## config.mk

```make
export PLATFORM = sky130hd
export DESIGN_NAME = tick_sequencer_flat
export DESIGN_NICKNAME = d
export VERILOG_FILES = /design/src/rtl/tick_sequencer_pkg.sv /design/src/rtl/tick_sequencer_if.sv /design/src/rtl/tick_sequencer_period_counter.sv /design/src/rtl/tick_sequencer.sv /design/src/flat_wrapper.sv
export SDC_FILE = /design/constraint.sdc
export NUM_CORES = 1
export LEC_CHECK = 0
export ABC_AREA = 0
export CORE_MARGIN = 2
export CORE_UTILIZATION = 45
export CTS_CLUSTER_DIAMETER = 120
export CTS_CLUSTER_SIZE = 20
export DETAILED_ROUTE_END_ITERATION = 8
export SYNTH_ARGS = -nofsm -noshare
export SYNTH_HDL_FRONTEND = slang
export SYNTH_SLANG_ARGS = --single-unit
```

## constraint.sdc

```tcl
create_clock -name clk -period 4.7 [get_ports clk]
set_clock_uncertainty 0.1 [all_clocks]
set_input_delay 0.47 -clock clk [delete_from_list [all_inputs] [get_ports clk]]
set_output_delay 0.47 -clock clk [all_outputs]
set_load 0.02 [all_outputs]
```

## src/rtl/tick_sequencer_pkg.sv

```systemverilog
// Shared definitions for the tick sequencer: FSM state encoding and the
// reset-time divider fallback used when the top is not overridden.
package tick_sequencer_pkg;

   typedef enum logic [1:0] {
      ST_IDLE = 2'd0,
      ST_RUN  = 2'd1,
      ST_DONE = 2'd2
   } state_e;

   localparam int unsigned DEFAULT_DIV_FALLBACK = 100;

endpackage

```

## src/rtl/tick_sequencer_if.sv

```systemverilog
// Control/status bundle of the tick sequencer.
//   master : controller side (drives config, start, stop; observes strobes)
//   slave  : sequencer side
// Signals: cfg_valid/cfg_ready/cfg_div/cfg_burst config handshake,
//          start/stop run control, tick/busy/done/tick_count status.
interface tick_sequencer_if #(
   parameter int CNT_WIDTH   = 16,
   parameter int BURST_WIDTH = 16
);
   logic                   cfg_valid;
   logic                   cfg_ready;
   logic [CNT_WIDTH-1:0]   cfg_div;
   logic [BURST_WIDTH-1:0] cfg_burst;
   logic                   start;
   logic                   stop;
   logic                   tick;
   logic                   busy;
   logic                   done;
   logic [BURST_WIDTH-1:0] tick_count;

   modport master (
      output cfg_valid, cfg_div, cfg_burst, start, stop,
      input  cfg_ready, tick, busy, done, tick_count
   );

   modport slave (
      input  cfg_valid, cfg_div, cfg_burst, start, stop,
      output cfg_ready, tick, busy, done, tick_count
   );
endinterface

```

## src/rtl/tick_sequencer_period_counter.sv

```systemverilog
// Period counter: counts 0..dm1 while enabled and wraps.
// Ports: clk, rst_n  - clock / async active-low reset
//        clear_i     - force count to 0 (takes priority over en_i)
//        en_i        - advance the count
//        dm1_i       - terminal count (effective divider minus one)
//        wrap_o      - combinational: this edge is a period boundary
module tick_period_counter #(
   parameter int CNT_WIDTH = 16
) (
   input  logic                 clk,
   input  logic                 rst_n,
   input  logic                 clear_i,
   input  logic                 en_i,
   input  logic [CNT_WIDTH-1:0] dm1_i,
   output logic                 wrap_o
);
   logic [CNT_WIDTH-1:0] cnt_q, cnt_d;

   assign wrap_o = en_i && (cnt_q == dm1_i);

   always_comb begin
      cnt_d = cnt_q;
      if (clear_i)      cnt_d = '0;
      else if (wrap_o)  cnt_d = '0;
      else if (en_i)    cnt_d = cnt_q + CNT_WIDTH'(1);
   end

   always_ff @(posedge clk or negedge rst_n) begin
      if (!rst_n) cnt_q <= '0;
      else        cnt_q <= cnt_d;
   end
endmodule

```

## src/rtl/tick_sequencer.sv

```systemverilog
// Tick sequencer: programmable-period single-cycle clock-enable strobe with
// continuous or fixed-length burst runs and start/stop control.
// Ports: clk, rst_n - clock / async active-low reset
//        bus        - tick_sequencer_if.slave (config handshake, start/stop,
//                     tick/busy/done/tick_count)
// Config arriving during a run is held in a shadow register and applied on a
// period boundary (or at a stop), so a period is never cut short or stretched.
module tick_sequencer
   import tick_sequencer_pkg::*;
#(
   parameter int CNT_WIDTH   = 16,
   parameter int BURST_WIDTH = 16,
   parameter int DEFAULT_DIV = DEFAULT_DIV_FALLBACK
) (
   input logic               clk,
   input logic               rst_n,
   tick_sequencer_if.slave   bus
);
   state_e                 state_q, state_d;
   logic [CNT_WIDTH-1:0]   div_q, div_d, sh_div_q, sh_div_d;
   logic [BURST_WIDTH-1:0] burst_q, burst_d, sh_burst_q, sh_burst_d;
   logic [BURST_WIDTH-1:0] tc_q, tc_d, tc_inc;
   logic                   pend_q, pend_d;
   logic                   tick_q, tick_d;
   logic                   wrap, start_acc, in_run, xfer;
   logic [CNT_WIDTH-1:0]   dm1;

   // D = max(div,1), so both 0 and 1 give a terminal count of 0.
   assign dm1       = (div_q == '0) ? '0 : div_q - CNT_WIDTH'(1);
   assign in_run    = (state_q == ST_RUN);
   assign start_acc = (state_q == ST_IDLE) && bus.start && !bus.stop;
   assign xfer      = bus.cfg_valid && !pend_q;
   assign tc_inc    = tc_q + BURST_WIDTH'(1);

   tick_period_counter #(.CNT_WIDTH(CNT_WIDTH)) u_cnt (
      .clk     (clk),
      .rst_n   (rst_n),
      .clear_i (start_acc),
      .en_i    (in_run),
      .dm1_i   (dm1),
      .wrap_o  (wrap)
   );

   always_comb begin
      state_d    = state_q;
      div_d      = div_q;
      burst_d    = burst_q;
      sh_div_d   = sh_div_q;
      sh_burst_d = sh_burst_q;
      pend_d     = pend_q;
      tc_d       = tc_q;
      tick_d     = 1'b0;

      case (state_q)
         ST_IDLE: begin
            if (start_acc) begin
               state_d = ST_RUN;
               tc_d    = '0;
            end
         end
         ST_RUN: begin
            if (bus.stop) begin
               // Abort wins over a coincident boundary: no tick, count held.
               state_d = ST_IDLE;
            end else if (wrap) begin
               tick_d = 1'b1;
               tc_d   = tc_inc;
               // >= so a shortened burst already passed ends on the next tick.
               if (burst_q != '0 && tc_inc >= burst_q) state_d = ST_DONE;
            end
         end
         ST_DONE: state_d = ST_IDLE;
         default: state_d = ST_IDLE;
      endcase

      // Shadow is released at the boundary closing the current period, or at stop.
      if (pend_q && in_run && (wrap || bus.stop)) begin
         div_d   = sh_div_q;
         burst_d = sh_burst_q;
         pend_d  = 1'b0;
      end

      // A transfer coinciding with an accepted start goes to the shadow so the
      // run begins on the old config; likewise any transfer during a live run.
      if (xfer) begin
         if ((in_run && !bus.stop) || start_acc) begin
            sh_div_d   = bus.cfg_div;
            sh_burst_d = bus.cfg_burst;
            pend_d     = 1'b1;
         end else begin
            div_d   = bus.cfg_div;
            burst_d = bus.cfg_burst;
         end
      end
   end

   always_ff @(posedge clk or negedge rst_n) begin
      if (!rst_n) begin
         state_q    <= ST_IDLE;
         div_q      <= CNT_WIDTH'(DEFAULT_DIV);
         burst_q    <= '0;
         sh_div_q   <= '0;
         sh_burst_q <= '0;
         pend_q     <= 1'b0;
         tc_q       <= '0;
         tick_q     <= 1'b0;
      end else begin
         state_q    <= state_d;
         div_q      <= div_d;
         burst_q    <= burst_d;
         sh_div_q   <= sh_div_d;
         sh_burst_q <= sh_burst_d;
         pend_q     <= pend_d;
         tc_q       <= tc_d;
         tick_q     <= tick_d;
      end
   end

   assign bus.tick       = tick_q;
   assign bus.busy       = (state_q == ST_RUN);
   assign bus.done       = (state_q == ST_DONE);
   assign bus.tick_count = tc_q;
   assign bus.cfg_ready  = !pend_q;
endmodule

```

## src/flat_wrapper.sv

```systemverilog
// flat-port wrapper written by rule: the top's interface ports become plain ports
module tick_sequencer_flat import tick_sequencer_pkg::*;
#(
   parameter int CNT_WIDTH   = 16,
   parameter int BURST_WIDTH = 16,
   parameter int DEFAULT_DIV = DEFAULT_DIV_FALLBACK
)
  (clk, rst_n, bus_cfg_valid, bus_cfg_div, bus_cfg_burst, bus_start, bus_stop, bus_cfg_ready, bus_tick, bus_busy, bus_done, bus_tick_count);
  tick_sequencer_if #(.CNT_WIDTH(CNT_WIDTH), .BURST_WIDTH(BURST_WIDTH)) bus_i ();
  input logic clk;
  input logic rst_n;
  input wire logic [$bits(bus_i.cfg_valid)-1:0] bus_cfg_valid;
  input wire logic [$bits(bus_i.cfg_div)-1:0] bus_cfg_div;
  input wire logic [$bits(bus_i.cfg_burst)-1:0] bus_cfg_burst;
  input wire logic [$bits(bus_i.start)-1:0] bus_start;
  input wire logic [$bits(bus_i.stop)-1:0] bus_stop;
  output wire logic [$bits(bus_i.cfg_ready)-1:0] bus_cfg_ready;
  output wire logic [$bits(bus_i.tick)-1:0] bus_tick;
  output wire logic [$bits(bus_i.busy)-1:0] bus_busy;
  output wire logic [$bits(bus_i.done)-1:0] bus_done;
  output wire logic [$bits(bus_i.tick_count)-1:0] bus_tick_count;
  assign bus_i.cfg_valid = bus_cfg_valid;
  assign bus_i.cfg_div = bus_cfg_div;
  assign bus_i.cfg_burst = bus_cfg_burst;
  assign bus_i.start = bus_start;
  assign bus_i.stop = bus_stop;
  assign bus_cfg_ready = bus_i.cfg_ready;
  assign bus_tick = bus_i.tick;
  assign bus_busy = bus_i.busy;
  assign bus_done = bus_i.done;
  assign bus_tick_count = bus_i.tick_count;
  tick_sequencer #(.CNT_WIDTH(CNT_WIDTH), .BURST_WIDTH(BURST_WIDTH), .DEFAULT_DIV(DEFAULT_DIV)) u_core (.clk(clk), .rst_n(rst_n), .bus(bus_i));
endmodule
```

==> results.json <==
{
  "status": "completed",
  "yosysSeqAreaShare_pct": 38.4,
  "remaining_drc_errors": 0,
  "vias": 5586,
  "drive_gt1_share_pct": 11.6,
  "clk_latency_ns": 0.36,
  "synth_top_area_share_pct": 37.2,
  "final_util_pct": 53.2,
  "grt-ovfl-total": 0,
  "synth_ff_type": "dfrtp_1",
  "worst_path_max_delay_cell": "or4_4",
  "io_pins": 57,
  "syn_area_per_cell_um2": 9.06,
  "finalWirelength_mm": 17.7,
  "wl_per_cell_um": 19.1,
  "start_util_pct": 46.4,
  "synthCells": 720,
  "track_usage_pct": 23.3,
  "routed_via_density": 6.01,
  "ant_nets": 0,
  "firstDrtPassIters": 5,
  "finalNetCount": 802,
  "hold_class": "in2async",
  "grt_pass1_vias": 5764,
  "grt_max_degree": 76,
  "crit_buf_inv": 2,
  "ys.warnings.count": 0,
  "postCtsHoldBufs": 0,
  "worstPathRequired_ns": 4.89,
  "yosys.cell_types.count": 72,
  "root_buffer": "clkbuf_16",
  "fin_area_mm2": 0.00747,
  "post-route-period-util_pct": 91.2,
  "fin_crit_ns": 4.29,
  "htree_levels": 3,
  "clk_path_buf_depth": 2,
  "placed_area_mm2": 0.00720,
  "finalSetupTns_ns": 0,
  "yosysTopAreaCell": "dfrtp_1",
  "post_cts_buffers": 0,
  "end_kind": "flop",
  "synth_most_common_cell": "nor2_1",
  "grt_pass1_wl_mm": 29.6,
  "synthTopCellsByCount": "nor2_1 (101), dfrtp_1 (97), clkbuf_1 (43)",
  "port_buffers": 56,
  "routabilityCongestion": 0.870,
  "cp_cell_sequence": "inv_1, ha_1, or4b_1, or4_4, nor2_8, a221oi_2, o32ai_2, or4b_1, or4_4, a31oi_4, buf_12, o221a_1",
  "powerDensity_mw_per_mm2": 492,
  "vdd_drop_max_mv": 0.237,
  "dp_hpwl_mm": 12.2,
  "die_w_um": 124,
  "crit_type": "reg2reg",
  "synth_area_leaders": "dfrtp_1 (37%), mux2_2 (5.9%), nor2_1 (5.8%), o221a_1 (5.2%), ha_1 (3.6%)",
  "antenna_found_initial": 0,
  "numCtsBuffers": 9,
  "ys_ff_latch": 100,
  "hold_viol_final": 0,
  "syn-cell-area_mm2": 0.00652,
  "fp.dieH_um": 124,
  "cp-start-kind": "flop",
  "cp_max_fo": 32,
  "cts_resized": 0,
  "max_cap_viol_count": 0,
  "cp_slowest_stage_delay_ns": 0.63,
  "critical_path_arrival_ns": 4.48,
  "async_flop_share_pct": 100,
  "grt_setup_unrepaired": "false",
  "num_rows": 43,
  "max_slew_margin_pct": 33.1,
  "slew_violations": 0,
  "syn_nets": 776,
  "synth_edf_count": 0,
  "crit_family": "simple AND/OR/NAND/NOR gates",
  "worst_pin_slew_ns": 1.00,
  "n_antenna_cell": 0,
  "setup_viol": 0,
  "power.total_w": 0.00367,
  "cts_sinks": 100,
  "syn2layout_area_growth_pct": 14.6,
  "drt-initial-drc-count": 327,
  "core-area_mm2": 0.0140,
  "die_area_mm2": 0.0155,
  "cts_tree": "built",
  "power.leakage_nw": 3.18,
  "fmax_mhz": 233,
  "clk_transition_reported_paths_ns": 0.07
}
per-stage QoR:
step                      setup slack (ns)  std cells  hold WS [ns]
final                                0.412        930         0.182
after global routing                 0.236        930         0.285
after CTS                            0.421        930         0.224
after detailed placement             0.436        915         0.425
after global placement               0.552        915         0.416
after floorplan                      0.590        720        0.0744
report_power, final:
group / total (W) / switching [W] / internal [W]
Clock: 0.000733 / 0.000346 / 0.000387
Sequential: 0.00145 / 0.000322 / 0.00113
Combinational: 0.00149 / 0.000783 / 0.000704
per-layer routing:
| layer | wire length (um) | part of all wire (%) | up-vias | track usage [%] |
|---|---|---|---|---|
| met3 | 546 | 3.1 | 35 | 4.34 |
| met1 | 7730 | 44 | 2751 | 29.0 |
| met4 | 449 | 2.5 | 0 | 8.00 |
| li1 | - | - | 2692 | - |
| met5 | 0 | 0 | - | 0 |
| met2 | 9000 | 51 | 108 | 40.6 |
final cells by class:
cell class / instances / area [um^2]
fillers: 1290 / 6570
clock inverters: 3 / 21.3
flip-flops and latches: 100 / 2510
repair buffers: 69 / 681
multi-input cells: 537 / 3670
inverters: 29 / 109
clock buffers: 12 / 256
well taps: 180 / 225
cell usage in the layout (no fill, tap or decap), types with 16 or more instances in the layout:
cell type,n
nor2_1,100
dfrtp_1,97
clkdlybuf4s50_1,55
nand3_1,40
nand2_1,40
nor3_1,36
mux2_2,34
o221a_1,30
inv_1,28
a21oi_1,21
a311oi_1,20
ha_1,19
o21ai_0,17
a21o_1,17
xnor2_1,16
worst paths after layout:
path                                                 start                                 end  slack (ns)  depth (start not counted)
setup / recovery                 u_core.div_q[0]$_DFF_PN0_           u_core.div_q[0]$_DFF_PN0_        0.41                         12
hold / removal                                       rst_n  u_core.u_cnt.cnt_q[11]$_DFFE_PN0P_        0.18                          1
setup reg to reg                 u_core.div_q[0]$_DFF_PN0_           u_core.div_q[0]$_DFF_PN0_        0.41                         12
hold reg to reg            u_core.sh_div_q[12]$_DFFE_PN0P_     u_core.sh_div_q[12]$_DFFE_PN0P_        0.44                          1
max in group asynchronous                            rst_n           u_core.div_q[5]$_DFF_PN1_        3.34                          2
min in group clk           u_core.sh_div_q[12]$_DFFE_PN0P_     u_core.sh_div_q[12]$_DFFE_PN0P_        0.44                          1
cell families (layout without fill, tap and decap cells):
group,after synthesis,in the layout,share of synthesized area [%]
compound gates,157,157,19.5
xor+xnor,31,31,4.38
fa+ha+maj,19,19,3.65
buf+inv,83,113,5.41
flops,100,100,38.4
mux,35,35,6.03
simple gates,295,295,22.6
state kept, by name, indices dropped and copies added, names as in the netlist:
register / cells
u_core.state_q: 2
u_core.pend_q: 1
u_core.burst_q: 16
u_core.sh_div_q: 16
u_core.u_cnt.cnt_q: 16
u_core.bus.tick_count: 16
u_core.sh_burst_q: 16
u_core.div_q: 16
u_core.bus.tick: 1
Power figures use the tool's default switching activity.
